**src/rtl/seq_bit_serializer.sv**
```systemverilog
// -----------------------------------------------------------------------------
// seq_bit_serializer
//
// Purpose:
//   Stimulus source for the serial sequence detector. A parallel pattern and
//   its length are taken through a valid/ready load port. The pattern is then
//   played out MSB-first (bit [L-1] first, bit [0] last), one bit per clock, on
//   a registered serial output. Playback is one-shot or continuous-repeat, and
//   can be aborted synchronously with stop.
//
// Optional feature:
//   SEQ_PARITY_EN - when defined, every pass is followed by one extra cycle
//                   carrying the even-parity (XOR) bit of the L data bits.
//                   repeat_en is then sampled on that parity cycle. When
//                   undefined, a pass is exactly L cycles.
//
// Parameters:
//   WIDTH  maximum pattern length in bits (>= 2)
//   LEN_W  width of load_len; 2**LEN_W must exceed WIDTH
//
// Ports:
//   clk           in   rising-edge clock
//   rst_n         in   asynchronous active-low reset
//   load_valid    in   pattern offered on load_data/load_len
//   load_ready    out  pattern can be accepted (IDLE only)
//   load_data     in   pattern, bit [len-1] sent first, bit [0] last
//   load_len      in   number of bits; 0 or > WIDTH selects WIDTH
//   repeat_en     in   sampled on the last cycle of each pass; 1 = replay
//   stop          in   synchronous abort (also blocks a load in IDLE)
//   serial_out    out  serial bit stream
//   serial_valid  out  serial_out carries a pattern bit this cycle
//   busy          out  high while shifting
//   done          out  one-cycle pulse after a non-repeated pass
// -----------------------------------------------------------------------------
module seq_bit_serializer #(
  parameter int WIDTH = 8,
  parameter int LEN_W = 4
) (
  input  logic             clk,
  input  logic             rst_n,
  input  logic             load_valid,
  output logic             load_ready,
  input  logic [WIDTH-1:0] load_data,
  input  logic [LEN_W-1:0] load_len,
  input  logic             repeat_en,
  input  logic             stop,
  output logic             serial_out,
  output logic             serial_valid,
  output logic             busy,
  output logic             done
);

  typedef enum logic [1:0] {
    IDLE  = 2'd0,
    SHIFT = 2'd1,
    DONE  = 2'd2
  } state_t;

  state_t           state_reg, state_next;
  logic [WIDTH-1:0] pattern_reg, pattern_next;
  logic [LEN_W-1:0] len_reg, len_next;
  logic [LEN_W-1:0] idx_reg, idx_next;
  logic             out_reg, out_next;
  logic             valid_reg, valid_next;
`ifdef SEQ_PARITY_EN
  logic             par_phase_reg, par_phase_next;
  logic             parity_bit;
`endif

  // Effective length: 0 or anything above WIDTH means a full-width pattern.
  logic [LEN_W-1:0] eff_len;
  assign eff_len = ((load_len == '0) || (load_len > LEN_W'(WIDTH)))
                   ? LEN_W'(WIDTH) : load_len;

  // Bits above the effective length are zeroed on capture, so the stored
  // pattern holds only the L data bits and its XOR reduction is the parity.
  logic [WIDTH-1:0] load_mask;
  logic [WIDTH-1:0] load_masked;

  generate
    for (genvar gi = 0; gi < WIDTH; gi++) begin : g_mask
      assign load_mask[gi] = (LEN_W'(gi) < eff_len);
    end
  endgenerate

  assign load_masked = load_data & load_mask;

  // Bit selection by right shift keeps the index width independent of WIDTH.
  //   load_shifted   : first bit of a freshly loaded pattern
  //   replay_shifted : first bit of the stored pattern (repeat)
  //   step_shifted   : next lower bit during a pass
  logic [WIDTH-1:0] load_shifted;
  logic [WIDTH-1:0] replay_shifted;
  logic [WIDTH-1:0] step_shifted;

  assign load_shifted   = load_masked >> (eff_len - LEN_W'(1));
  assign replay_shifted = pattern_reg >> (len_reg - LEN_W'(1));
  assign step_shifted   = pattern_reg >> (idx_reg - LEN_W'(1));

`ifdef SEQ_PARITY_EN
  assign parity_bit = ^pattern_reg;
`endif

  // State and datapath registers.
  always_ff @(posedge clk or negedge rst_n) begin
    if (!rst_n) begin
      state_reg     <= IDLE;
      pattern_reg   <= '0;
      len_reg       <= '0;
      idx_reg       <= '0;
      out_reg       <= 1'b0;
      valid_reg     <= 1'b0;
`ifdef SEQ_PARITY_EN
      par_phase_reg <= 1'b0;
`endif
    end else begin
      state_reg     <= state_next;
      pattern_reg   <= pattern_next;
      len_reg       <= len_next;
      idx_reg       <= idx_next;
      out_reg       <= out_next;
      valid_reg     <= valid_next;
`ifdef SEQ_PARITY_EN
      par_phase_reg <= par_phase_next;
`endif
    end
  end

  // Next-state and next-output logic. serial_out/serial_valid are computed
  // one cycle ahead and registered, so the bit chosen here appears on the
  // output during the cycle after the edge that selects it.
  always_comb begin
    state_next     = state_reg;
    pattern_next   = pattern_reg;
    len_next       = len_reg;
    idx_next       = idx_reg;
    out_next       = 1'b0;
    valid_next     = 1'b0;
`ifdef SEQ_PARITY_EN
    par_phase_next = par_phase_reg;
`endif

    case (state_reg)
      IDLE: begin
        // stop blocks a simultaneous load.
        if (load_valid && !stop) begin
          state_next     = SHIFT;
          pattern_next   = load_masked;
          len_next       = eff_len;
          idx_next       = eff_len - LEN_W'(1);
          out_next       = load_shifted[0];
          valid_next     = 1'b1;
`ifdef SEQ_PARITY_EN
          par_phase_next = 1'b0;
`endif
        end
      end

      SHIFT: begin
        if (stop) begin
          // Abort outranks both repeat and end-of-pass.
          state_next = IDLE;
        end else if (idx_reg != '0) begin
          idx_next   = idx_reg - LEN_W'(1);
          out_next   = step_shifted[0];
          valid_next = 1'b1;
        end else begin
          // Bit 0 is on the output now.
`ifdef SEQ_PARITY_EN
          if (!par_phase_reg) begin
            par_phase_next = 1'b1;
            out_next       = parity_bit;
            valid_next     = 1'b1;
          end else
`endif
          if (repeat_en) begin
            // Replay without a gap cycle.
            idx_next       = len_reg - LEN_W'(1);
            out_next       = replay_shifted[0];
            valid_next     = 1'b1;
`ifdef SEQ_PARITY_EN
            par_phase_next = 1'b0;
`endif
          end else begin
            state_next = DONE;
          end
        end
      end

      DONE: begin
        state_next = IDLE;
      end

      default: begin
        state_next = IDLE;
      end
    endcase
  end

  // All outputs come straight from registers.
  assign serial_out   = out_reg;
  assign serial_valid = valid_reg;
  assign busy         = (state_reg == SHIFT);
  assign done         = (state_reg == DONE);
  assign load_ready   = (state_reg == IDLE);

endmodule

```
**config.mk**
```make
export PLATFORM = sky130hd
export DESIGN_NAME = seq_bit_serializer
export DESIGN_NICKNAME = d
export VERILOG_FILES = /design/src/rtl/seq_bit_serializer.sv
export SDC_FILE = /design/constraint.sdc
export NUM_CORES = 1
export LEC_CHECK = 0
export CAP_MARGIN = 20
export CORE_MARGIN = 2
export CORE_UTILIZATION = 40
export CTS_CLUSTER_SIZE = 10
export DETAILED_ROUTE_END_ITERATION = 10
export HOLD_SLACK_MARGIN = 0.02
export SLEW_MARGIN = 20
export SYNTH_ARGS = -nofsm -noshare
export SYNTH_HDL_FRONTEND = slang
export SYNTH_SLANG_ARGS = --single-unit
```
**constraint.sdc**
```tcl
create_clock -name clk -period 3.6 [get_ports clk]
set_input_delay 0.72 -clock clk [delete_from_list [all_inputs] [get_ports clk]]
set_output_delay 0.72 -clock clk [all_outputs]
set_load 0.02 [all_outputs]
```
# Yosys cells after proc, flatten, opt, wreduce, memory -nomap -nowiden
# Index checks and enable logic that the tools add are counted.
[word_totals]
word_cells = 60
output_inout_bits = 5
in_bits = 17
register_bits = 20
[op_classes]
addsub = 3
bitwise = 1
mux = 21
n_shift = 3
n_reduce_logical = 10
order_cmp = 9
eq_ne = 7
[op_table]
columns = ["op", "count"]
rows = [
  ["$shr A8 B4 Y1", 3],
  ["$mux W4", 5],
  ["$lt A3 B4 Y1 const A", 4],
  ["$sub A4 B1 Y4 const B", 3],
  ["$and A8 B8 Y8", 1],
  ["$lt A1 B4 Y1 const A", 2],
  ["$lt A2 B4 Y1 const A", 2],
  ["$mux W1", 8],
  ["$mux W2", 4],
  ["$pmux W4 S2", 1],
  ["$ne A3 B3 Y1 const B", 2],
  ["$gt A4 B4 Y1 const B", 1],
  ["$logic_not A4 Y1", 1],
  ["$pmux W1 S2", 2],
  ["$pmux W2 S2", 1],
  ["$reduce_and A4 Y1", 1],
  ["$reduce_bool A4 Y1", 1],
  ["$ne A3 B2 Y1 const B", 1],
  ["$reduce_and A3 Y1", 1],
  ["$eq A2 B1 Y1 const B", 1],
  ["$eq A2 B2 Y1 const B", 1],
  ["$logic_not A2 Y1", 1],
  ["$ne A2 B1 Y1 const B", 1],
  ["$ne A2 B2 Y1 const B", 1],
  ["other kinds (5)", 5],
]

# Longest topological paths before layout
[logic_depth]
ltp_word = 8
ltp_mapped = 9
mapped_depth_nobuf = 8

# Least setup slack after synthesis
# Ideal clock, no wire load.
[synth_timing]
path_type = "input to register"
from = "input load_len[3]"
to = "register out_reg (netlist: serial_out)"
setup_ps = 136
path_slack_ps = 1595
required_time_ps = 3464
path_buffers = 1
path_stages = 9
t_arrival_ps = 1870
cell_sequence = "nand2b_1 > buf_2 > inv_1 > ha_1 > o21ai_0 > nor2_1 > a311o_1 > nand3_1 > nand4_1"
[synth_between]
elab_chain_len = 8
elab_cells_between_ends = 17
classes_between = "add/sub: 1; order compare: 9; shift: 1; mux: 3; bitwise: 1; reduce/logical: 2"
[synth_rtl]
columns = ["item", "line_no", "source"]
rows = [
  ["start, declared", "44", "input logic [LEN_W-1:0] load_len,"],
  ["$gt A4 B4 Y1 / $logic_not A4 Y1 (equally long branches)", "72", "assign eff_len = ((load_len == '0) || (load_len > LEN_W'(WIDTH)))"],
  ["$logic_or A1 B1 Y1 *", "72", ""],
  ["$mux W4 *", "73", "? LEN_W'(WIDTH) : load_len;"],
  ["via eff_len[0]", "71", "logic [LEN_W-1:0] eff_len;"],
  ["$lt A1 B4 Y1 (tied with other cells)", "82", "assign load_mask[gi] = (LEN_W'(gi) < eff_len);"],
  ["$and A8 B8 Y8", "86", "assign load_masked = load_data & load_mask;"],
  ["$shr A8 B4 Y1 *", "96", "assign load_shifted = load_masked >> (eff_len - LEN_W'(1));"],
  ["$mux W1 *", "146", "if (load_valid && !stop) begin"],
  ["$pmux W1 S2 *", "143", "case (state_reg)"],
  ["via out_next", "63", "logic out_reg, out_next;"],
  ["end signal, assigned", "121", "out_reg <= out_next;"],
  ["end, declared", "63", ""],
]
# Mark *: on every way through the listed nets, which the timed path passes. The rest lies on a longest branch.
# A chain may end at the register's enable or synchronous reset.

# Final worst setup path
# Ends and elaborated chain as after synthesis.

==> summary.txt <==
STA
  • Slack of the critical path: 1.05 ns
  • Final-report max-slew violation count: 0
  • Minimum period implied by the final worst setup slack: 2.55 ns
  • Final Hold Viols: 0
  • Maximum operating frequency: 0.392 GHz
  • Unrepaired setup endpoints after global routing: no
  • Tightest slew margin relative to the limit: 39.1%
  • Final clock period utilization by the worst path: 70.9%
  • Number of endpoints failing setup at the final stage: 0
  • Sum of negative setup slack: 0 ns
  • Final clock skew: 0.00731 ns
  • Measured slew at the worst slew-check pin: 0.911 ns

Floorplanning
  • Floorplan row count: 21
  • Die extent in y: 62.3 um
  • Core area: 3310 um^2
  • Initial standard-cell utilization of the core: 41.1%
  • DIE AREA: 3890 um^2
  • Count of boundary I/O pins: 22
  • Die outline width: 62.3 um

Pwr
  • Total power divided by cell area: 528 nW/um^2
  • Largest voltage drop on the vdd net: 157 uV
  • Leakage power figure: 0.000719 uW
  • Total power after layout: 881 uW

Clocking
  • Inserted Clock Buffers: 3
  • Hold bufs inserted after CTS: 0
  • Setup bufs post-CTS: 0
  • Source-to-sink clock delay at the later pin of the worst-skew pair: 0.31 ns
  • Clock slew at the register clock pins of the worst setup and hold paths: 0.13 ns
  • Number of buffers between clock root and the deepest sink: 2
  • CTS tree: built
  • Clock net sink count: 20
  • Number of H-tree levels: 1
  • Resized cells post-CTS: 0
  • Root Buffer: sky130_fd_sc_hd__clkbuf_4

Synth
  • Count leader, synth: sky130_fd_sc_hd__nand2_1
  • Post-synth top cells: 22 x sky130_fd_sc_hd__nand2_1, 20 x sky130_fd_sc_hd__dfrtp_1, 14 x sky130_fd_sc_hd__o21ai_0
  • Area fraction of the dominant cell type after synthesis: 36.8%
  • Average instance area after synthesis: 9.14 um^2
  • Leading area contributor after synthesis: sky130_fd_sc_hd__dfrtp_1
  • Instance count of the mapped netlist: 149
  • Syn Std Cell Area: 1360 um^2
  • Total of warnings raised by yosys: 0
  • EDFF count, synth: 0
  • Most instantiated flip-flop cell in the synthesis netlist: sky130_fd_sc_hd__dfrtp_1
  • Post-synth net total: 172
  • Post-synthesis register bit count: 20
  • Sequential element share of the synthesized area: 36.8%
  • Top cells by area in the synthesized netlist: sky130_fd_sc_hd__dfrtp_1 37%, sky130_fd_sc_hd__mux4_2 6.6%, sky130_fd_sc_hd__nand2_1 6.1%
  • Count of cell types in the netlist: 43
  • Share of synthesized registers carrying an async set or reset: 100%

Drt
  • Detailed Route Iter0 Violations: 83
  • Aggregate routed wire length: 3.19 mm
  • DR DRC count: 0
  • Routed len/inst: 14.7 um
  • Total via count in the routed design: 1,156
  • Detail Route Antenna Nets: 0
  • Post-DR vias/cell: 5.33
  • Iteration count of the initial detailed-routing pass: 4

Final layout
  • Layout area overhead: 22.7%
  • # nets final: 195
  • N_diodes: 0
  • Number of flip-flops under the largest register name: 8
  • Fraction of layout instances using a drive strength above 1: 10.5%

Global routing
  • Grt ovf: 0
  • Pin count of the biggest net entering global routing: 21
  • First-pass GRT wire length: 5.49 mm
  • Initial antenna violation count: 0
  • GRT Total Usage: 18.0%
  • Via count of the first global-routing pass: 1,149

Critical path
  • Crit. End Element: register
  • Cell family contributing the most delay on the critical path: buffers and inverters
  • Critical-path maximum fanout: 9
  • Kind of start point of the critical path: input port
  • Crit Path Class: in -> reg
  • Cell type of the slowest stage on the worst timing path: sky130_fd_sc_hd__clkdlybuf4s50_1
  • Combined buffer and inverter count along the critical path: 2
  • Delay of the slowest critical-path stage: 0.60 ns
  • Cell Chain, Critical Path: clkdlybuf4s50_1, nand2b_1, inv_1, ha_1, o21ai_0, nor2_1, a311o_1, nand3_1, nand4_1
  • Required time at the worst-slack endpoint: 3.80 ns
  • Data arrival time at the worst-slack endpoint: 2.75 ns
  • Setup slack, reg-to-reg: 1.63 ns

Place
  • Post-Place Setup Slack: 0.732 ns
  • Port Buffers: 21
  • HPWL after detailed placement: 2.48 mm
  • Final weighted congestion of routability-driven global placement: 0.833

Job
  • Number of violations of the max-capacitance limit: 0

Run status
  • Run status: finished clean

Hold path
  • Class of the most critical hold timing path: reg -> reg
## worst paths after layout
kind,cells after the start,startpoint,endpoint
worst max-delay path,9,load_len[3],serial_out
max in group asynchronous,1,rst_n,idx_reg[0]
worst min-delay path,2,pattern_reg[3],pattern_reg[3]
worst max register to register,7,idx_reg[0],idx_reg[0]
worst min register to register,2,pattern_reg[3],pattern_reg[3]
min in group asynchronous,1,rst_n,serial_valid
## stage by stage
stage                     util (%)  hold slack, ns  cell area [um^2]  std cells
after floorplan                  -           0.424              1360        149
after global placement        48.9           0.477              1620        213
after detailed placement      48.9           0.490              1620        213
after CTS                     50.5           0.519              1670        217
after global routing          50.5           0.563              1670        217
final                         50.5           0.510              1670        217
## routing by layer
layer	wire length [um]	global-route usage (%)
met1	1420	22.9
met3	147	2.36
met5	0	0
met4	53	7.50
met2	1570	30.8
## cell usage in the layout (no fill, tap or decap), drive strengths merged, types with 3 or more instances in the layout
master          n
inv             8
nand2b          6
mux4            4
a21oi           4
nor3            3
ha              6
dfrtp          20
nor2           14
clkbuf          3
clkdlybuf4s50  21
xor2            3
nand3           3
o21ai          19
nor2b           3
nand2          22
## worst min-delay path, delay by kind of cell (launching register included)
kind,cells,cell delay (ns)
AND/OR/NAND/NOR,2,0.10
flip-flops,1,0.38
## cells by family (layout without fill, tap and decap cells)
kind of cell	Yosys count	count (layout)	synth area share (%)
flops	20	20	36.8
simple gates	60	60	23.1
fa+ha+maj	6	6	5.51
xor+xnor	5	5	3.22
compound gates	39	39	18.8
buf+inv	12	34	3.58
mux	7	7	9.01
## report_power, final
group | total (uW) | switching, uW | internal, uW
logic | 351 | 166 | 184
clock network | 190 | 77.0 | 113
registers | 341 | 64.4 | 277
## cell type report
class,instances,area (um^2)
tap,46,57.6
clock buffer,3,22.5
inverter,8,30.0
clock inverter,1,30.0
timing repair buffer,22,218
multi-input combinational,117,812
sequential,20,500
fill,350,1640
Note: power is estimated with default switching activity, not from simulation.
